## config.mk

```make
export PLATFORM = sky130hd
export DESIGN_NAME = fc_ternary_layer
export DESIGN_NICKNAME = d
export VERILOG_FILES = /design/src/rtl/fc_pkg.sv /design/src/rtl/fc_ternary_neuron.sv /design/src/rtl/fc_ternary_layer.sv
export SDC_FILE = /design/constraint.sdc
export NUM_CORES = 1
export LEC_CHECK = 0
export BUFFER_PORTS_ARGS = -buffer_cell sky130_fd_sc_hd__buf_2
export CAP_MARGIN = 30
export CORE_ASPECT_RATIO = 0.75
export CORE_MARGIN = 2
export CORE_UTILIZATION = 49
export CTS_BUF_LIST = sky130_fd_sc_hd__clkbuf_8 sky130_fd_sc_hd__clkbuf_16
export CTS_CLUSTER_DIAMETER = 100
export DETAILED_ROUTE_END_ITERATION = 16
export PLACE_DENSITY_LB_ADDON = 0.05
export RECOVER_POWER = 100
export SYNTH_ARGS = -nofsm -noshare
export SYNTH_HDL_FRONTEND = slang
export SYNTH_HIERARCHICAL = 1
export SYNTH_SLANG_ARGS = --single-unit
```

## constraint.sdc

```tcl
create_clock -name clk -period 6.35 [get_ports clk]
set_input_delay 0 -clock clk [delete_from_list [all_inputs] [get_ports clk]]
set_output_delay 0 -clock clk [all_outputs]
set_load 0.05 [all_outputs]
```

## src/rtl/fc_pkg.sv

```systemverilog
// Shared definitions for the ternary fully-connected layer: weight codes,
// FSM states, internal accumulator sizing and the output clamp.
package fc_pkg;

  localparam logic [1:0] TW_POS  = 2'b01;
  localparam logic [1:0] TW_NEG  = 2'b11;
  localparam logic [1:0] TW_ZERO = 2'b00;

  typedef enum logic {ST_ACC, ST_OUT} state_e;

  // Accumulator width large enough that N_IN full-scale beats cannot overflow.
  function automatic int acc_int_w(input int a_w, input int n_in);
    return a_w + $clog2(n_in) + 1;
  endfunction

  // Clamp to ACC_W signed range; without bypass the lower bound is 0 (ReLU).
  function automatic logic signed [63:0] sat_relu(input logic signed [63:0] v,
                                                  input int acc_w,
                                                  input logic bypass);
    logic signed [63:0] hi, lo;
    hi = (64'sd1 <<< (acc_w - 1)) - 64'sd1;
    lo = bypass ? -(64'sd1 <<< (acc_w - 1)) : 64'sd0;
    if (v > hi)      return hi;
    else if (v < lo) return lo;
    else             return v;
  endfunction

endpackage

```

## src/rtl/fc_ternary_neuron.sv

```systemverilog
// One neuron: ternary add/sub/skip accumulator with load-on-first-beat and
// a saturated, optionally rectified result register captured on the last beat.
module fc_ternary_neuron
  import fc_pkg::*;
#(
  parameter int A_W   = 9,
  parameter int ACC_W = 16,
  parameter int AI    = 13
) (
  input  logic                    clk,
  input  logic                    rst_n,
  input  logic                    i_beat,
  input  logic                    i_first,
  input  logic                    i_last,
  input  logic                    i_bypass,
  input  logic [1:0]              i_wt,
  input  logic signed [A_W-1:0]   i_act,
  output logic signed [ACC_W-1:0] o_res
);

  logic signed [AI-1:0]    w_act_x;
  logic signed [AI-1:0]    w_term;
  logic signed [AI-1:0]    w_sum;
  logic signed [AI-1:0]    r_acc;
  logic signed [ACC_W-1:0] r_res;

  assign w_act_x = AI'(i_act);

  // Map the ternary code onto +a / -a / 0; the reserved code 10 falls to 0.
  always_comb begin
    w_term = '0;
    case (i_wt)
      TW_POS:  w_term = w_act_x;
      TW_NEG:  w_term = -w_act_x;
      default: w_term = '0;
    endcase
  end

  // First beat of a frame overwrites, so no explicit clear between frames.
  assign w_sum = i_first ? w_term : r_acc + w_term;

  // Accumulate each accepted beat; register the clamped result on the last.
  always_ff @(posedge clk) begin
    if (!rst_n) begin
      r_acc <= '0;
      r_res <= '0;
    end else if (i_beat) begin
      r_acc <= w_sum;
      if (i_last)
        r_res <= ACC_W'(sat_relu(64'(w_sum), ACC_W, i_bypass));
    end
  end

  assign o_res = r_res;

endmodule

```

## src/rtl/fc_ternary_layer.sv

```systemverilog
// Ternary-weight fully-connected layer: streams N_IN activations, updates
// N_OUT neurons in parallel, then holds the result vector until accepted.
module fc_ternary_layer
  import fc_pkg::*;
#(
  parameter int N_IN  = 8,
  parameter int N_OUT = 10,
  parameter int A_W   = 9,
  parameter int ACC_W = 16
) (
  input  logic                           clk,
  input  logic                           rst_n,
  input  logic                           in_valid,
  output logic                           in_ready,
  input  logic [A_W-1:0]                 in_data,
  input  logic                           relu_bypass,
  input  logic                           wt_we,
  input  logic [$clog2(N_OUT*N_IN)-1:0]  wt_addr,
  input  logic [1:0]                     wt_data,
  output logic                           busy,
  output logic                           out_valid,
  input  logic                           out_ready,
  output logic [N_OUT*ACC_W-1:0]         out_data
);

  localparam int NW = N_OUT * N_IN;
  localparam int AW = $clog2(NW);
  localparam int CW = $clog2(N_IN);
  localparam int AI = acc_int_w(A_W, N_IN);
  localparam logic [CW-1:0] CNT_LAST = CW'(N_IN - 1);

  state_e        r_state;
  logic [CW-1:0] r_cnt;
  logic          r_out_valid;
  logic [1:0]    r_wt [NW];

  logic w_accept;
  logic w_first;
  logic w_last;

  assign in_ready  = (r_state == ST_ACC);
  assign busy      = (r_cnt != '0) || (r_state == ST_OUT);
  assign out_valid = r_out_valid;
  assign w_accept  = in_valid && in_ready;
  assign w_first   = (r_cnt == '0);
  assign w_last    = (r_cnt == CNT_LAST);

  // Frame sequencing: count beats in ACC, hold the result in OUT until taken.
  always_ff @(posedge clk) begin
    if (!rst_n) begin
      r_state     <= ST_ACC;
      r_cnt       <= '0;
      r_out_valid <= 1'b0;
    end else begin
      case (r_state)
        ST_ACC: begin
          if (w_accept) begin
            if (w_last) begin
              r_cnt       <= '0;
              r_state     <= ST_OUT;
              r_out_valid <= 1'b1;
            end else begin
              r_cnt <= r_cnt + CW'(1);
            end
          end
        end
        ST_OUT: begin
          if (out_ready) begin
            r_state     <= ST_ACC;
            r_out_valid <= 1'b0;
          end
        end
        default: begin
          r_state     <= ST_ACC;
          r_out_valid <= 1'b0;
        end
      endcase
    end
  end

  // Weight store; writes are ignored mid-frame so a frame sees one weight set.
  always_ff @(posedge clk) begin
    if (!rst_n) begin
      for (int k = 0; k < NW; k++) r_wt[k] <= TW_ZERO;
    end else if (wt_we && !busy && (int'(wt_addr) < NW)) begin
      r_wt[wt_addr] <= wt_data;
    end
  end

  for (genvar j = 0; j < N_OUT; j++) begin : g_neuron
    localparam logic [AW-1:0] BASE = AW'(j * N_IN);
    logic [AW-1:0]           w_idx;
    logic [1:0]              w_wt;
    logic signed [ACC_W-1:0] w_res;

    assign w_idx = BASE + AW'(r_cnt);
    assign w_wt  = r_wt[w_idx];

    fc_ternary_neuron #(
      .A_W  (A_W),
      .ACC_W(ACC_W),
      .AI   (AI)
    ) u_neuron (
      .clk     (clk),
      .rst_n   (rst_n),
      .i_beat  (w_accept),
      .i_first (w_first),
      .i_last  (w_last),
      .i_bypass(relu_bypass),
      .i_wt    (w_wt),
      .i_act   (in_data),
      .o_res   (w_res)
    );

    assign out_data[j*ACC_W +: ACC_W] = w_res;
  end

endmodule

```

==> impl_metrics.py <==
metrics = {
    "detailed_routing": {
        "vias": 26400,
        "drtIter0Drc": 2679,
        "wirelength_um": 90200,
        "wire_per_inst_um": 21.4,
        "avgViaCountPerCell": 6.26,
        "drtPass1Iterations": 6,
        "ant_nets": 0,
        "route.detailed.drc": 0,
    },
    "global_routing": {
        "antenna_found_initial": 1,
        "grt_pass1_vias": 24500,
        "grt_pass1_wl_um": 140000,
        "grt_overflow": 0,
        "grt_max_degree": 117,
        "track_usage_pct": 28.0,
    },
    "power": {
        "p_leak_nw": 11.7,
        "swShare_pct": 32.5,
        "internal_power_mw": 5.18,
        "sequentialPowerShare_pct": 39.4,
        "combPwrFrac_pct": 23.4,
        "ir_worst_vdd_uv": 170,
        "clockPowerShare_pct": 37.2,
        "p_per_area_nw_per_um2": 241,
        "p_sw_mw": 2.49,
    },
    "floorplan": {
        "ioPinCount": 187,
        "initial_core_util_pct": 49.5,
        "row_count": 78,
        "die_area_um2": 63100,
        "die_x_um": 289,
        "core_um2": 60400,
        "die_h_um": 218,
    },
    "finish": {
        "nets": 3545,
        "layout_common_cells": "378 x nor2_1, 267 x dfxtp_1, 240 x nand3_1, 230 x nand2_1, 218 x o21ai_0",
        "final_util_pct": 52.8,
        "antennaDiodeCount": 0,
        "final_common_cell": "nor2_1",
        "area_growth_pct": 6.59,
        "drive_above_1_share_pct": 10.8,
    },
    "sta": {
        "fmax_mhz": 187,
        "holdWs_ns": 0.0412,
        "clock_skew_ns": 0.0192,
        "min_period_over_period_pct": 84.4,
        "tightest_slew_ns": 2.51,
        "fin_ws_ns": 0.990,
        "period_minus_slack_ns": 5.36,
        "slew_headroom_pct": -67.3,
        "setup-tns-final_ns": 0,
        "slew_viol_final": 174,
        "setup_viol": 0,
        "rsz0062_at_grt": "false",
        "timing.final.hold_violations": 0,
    },
    "clocking": {
        "hold_buffers": 4,
        "cts_resized": 0,
        "h-tree-depth": 2,
        "numCtsBuffers": 46,
        "cts_setup_buffers": 0,
        "cts_max_path_buffers": 3,
        "ctsRootBufferMaster": "clkbuf_16",
        "clock_latency_ns": 0.61,
        "clock_sinks": 428,
        "clk_pin_slew_ns": 0.07,
        "cts_tree": "yes",
    },
    "setup_path": {
        "cpMostUsedCell": "nand2_1",
        "critPathRequiredTime_ns": 6.81,
        "critPathLaunch": "r_cnt[0]",
        "rrSetupSlack_ns": 0.99,
        "r2r_cells": 15,
        "cpPeakStageDelay_ns": 0.95,
        "endpoint_kind": "flip-flop",
        "r2r-start": "r_cnt[0]",
        "critical_path_class": "flip-flop to flip-flop",
        "path_cells": "buf_4 > mux4_2 > nand2_1 > nand2_1 > inv_1 > a31oi_1 > xnor2_1 > nor2_1 > ha_1 > a21oi_2 > nand2_1 > o2111ai_1 > mux2_4 > a211oi_4 > o41ai_1",
        "start_kind": "flip-flop",
        "critPathArrivalTime_ns": 5.82,
        "path_max_fanout": 15,
        "r2r_end": "g_neuron[8].u_neuron/o_res[3]",
        "cpMaxStageDelayCell": "dfxtp_1",
    },
    "synthesis": {
        "seq_area_frac_synth_pct": 34.0,
        "postSynthCellCount": 3330,
        "async_flop_share_pct": 0,
        "synth.area.top_cells": "dfxtp_1 18%, edfxtp_1 16%, ha_1 5.6%, nor2_1 4.7%, nand3_1 4.0%",
        "yosys_warnings": 6,
        "synth_largest_area_cell": "dfxtp_1",
        "ys_ff_latch": 428,
        "syn_area_per_cell_um2": 8.99,
        "synth_nets": 3497,
        "synth_edf_count": 160,
        "synth_flop_cell": "dfxtp_1",
        "mappedNetlistArea_um2": 29900,
        "yosys.area.top_type_share_pct": 17.9,
        "synth_cell_types": 72,
    },
    "flow_run": {
        "max_cap_viol_count": 2,
    },
    "place": {
        "place_congestion": 0.891,
        "io_buffers": 186,
        "dp_hpwl_um": 63700,
        "dp_slack_ns": 1.44,
    },
    "worst_hold_path": {
        "hold_class": "primary input to flip-flop",
        "hold_start": "wt_addr[6]",
        "min_to": "r_wt[30][1]",
        "min_path_cells": 3,
    },
    "run_status": {
        "violations": "capacitance limit, slew limit",
        "outcome": "complete, but fails checks",
    },
}
## logic make-up (layout without fill, tap and decap cells)
group	count (synthesis)	in the layout	synth area share (%)
AO/OA/AOI/OAI	978	978	26.2
multiplexers	105	105	5.36
adder cells (fa/ha/maj)	143	143	6.23
flip-flops	428	428	34.0
AND/OR/NAND/NOR	1236	1236	20.3
buffers and inverters	360	445	5.65
XOR/XNOR	80	80	2.34
## cell usage after synthesis, types with 20 or more instances
cell	count
buf_2	27
nor2_1	378
xnor2_1	50
mux2i_1	53
a211oi_1	90
buf_4	38
and2_1	21
dfxtp_1	268
clkbuf_1	131
or3_1	38
a21oi_1	160
o21ai_0	218
ha_1	133
a311oi_1	23
nor3_1	79
edfxtp_1	160
a21o_2	20
xor2_1	30
o31ai_2	60
o21a_1	51
nand4_1	67
o211ai_1	47
inv_1	110
a31oi_1	30
nand2b_1	104
mux4_2	40
nand2_1	229
o41ai_1	30
o41ai_2	40
nand3_1	239
buf_6	20
a21o_1	57
## critical path, delay by kind of cell, from the launching register on
kind	cells	cell delay, ns
flops	1	0.95
fa+ha+maj	1	0.38
buf+inv	2	0.69
mux	2	0.91
compound gates	5	1.57
simple gates	4	0.54
xor+xnor	1	0.15
## registers in the layout, indices dropped and copies added (netlist names), named ones only
name                     cells
g_neuron.u_neuron/o_res    130
g_neuron.u_neuron/r_acc    130
out_valid                    1
r_cnt                        3
r_state                      1
r_wt                       160
## area by class of cell
cell class,instances,area (um2)
sequential,428,10200
tap,800,1000
multi-input combinational,2542,17600
clock buffer,59,1340
inverter,131,492
fill,5646,28500
timing repair buffer,229,1080
clock inverter,26,249
## power groups by stage
stage / Combinational, mW / Sequential [mW] / Clock, mW
final: 1.80 / 3.02 / 2.85
after floorplan: 1.38 / 3.05 / 0
after CTS: 1.81 / 3.02 / 2.91
after global placement: 1.76 / 3.08 / 0
after detailed placement: 1.79 / 3.08 / 0
after global routing: 1.98 / 3.03 / 3.02
## per-stage QoR
stage	power [mW]	instances	area (um2)
after CTS	7.74	4215	32600
after floorplan	4.43	3330	29900
after detailed placement	4.87	4126	31000
final	7.68	4215	31900
after global placement	4.84	4126	31000
after global routing	8.03	4215	31900
## how the worst max path moves through the flow
stage / to / slack, ns / depth (start not counted)
3_5_place_dp: g_neuron[2].u_neuron/o_res[11] / 1.44 / 15
2_1_floorplan: g_neuron[6].u_neuron/o_res[0] / 2.52 / 18
3_3_place_gp: g_neuron[3].u_neuron/o_res[9] / 1.56 / 15
6_report: g_neuron[8].u_neuron/o_res[3] / 0.99 / 15
4_1_cts: g_neuron[8].u_neuron/o_res[3] / 1.42 / 15
5_1_grt: g_neuron[8].u_neuron/o_res[3] / 0.59 / 15
## metal layers
| metal | share of wire, % | track usage, % |
|---|---|---|
| met5 | 0 | 0 |
| met4 | 1.8 | 6.08 |
| met3 | 8.0 | 4.69 |
| met2 | 42 | 40.6 |
| met1 | 49 | 43.1 |
Power figures use the tool's default switching activity.
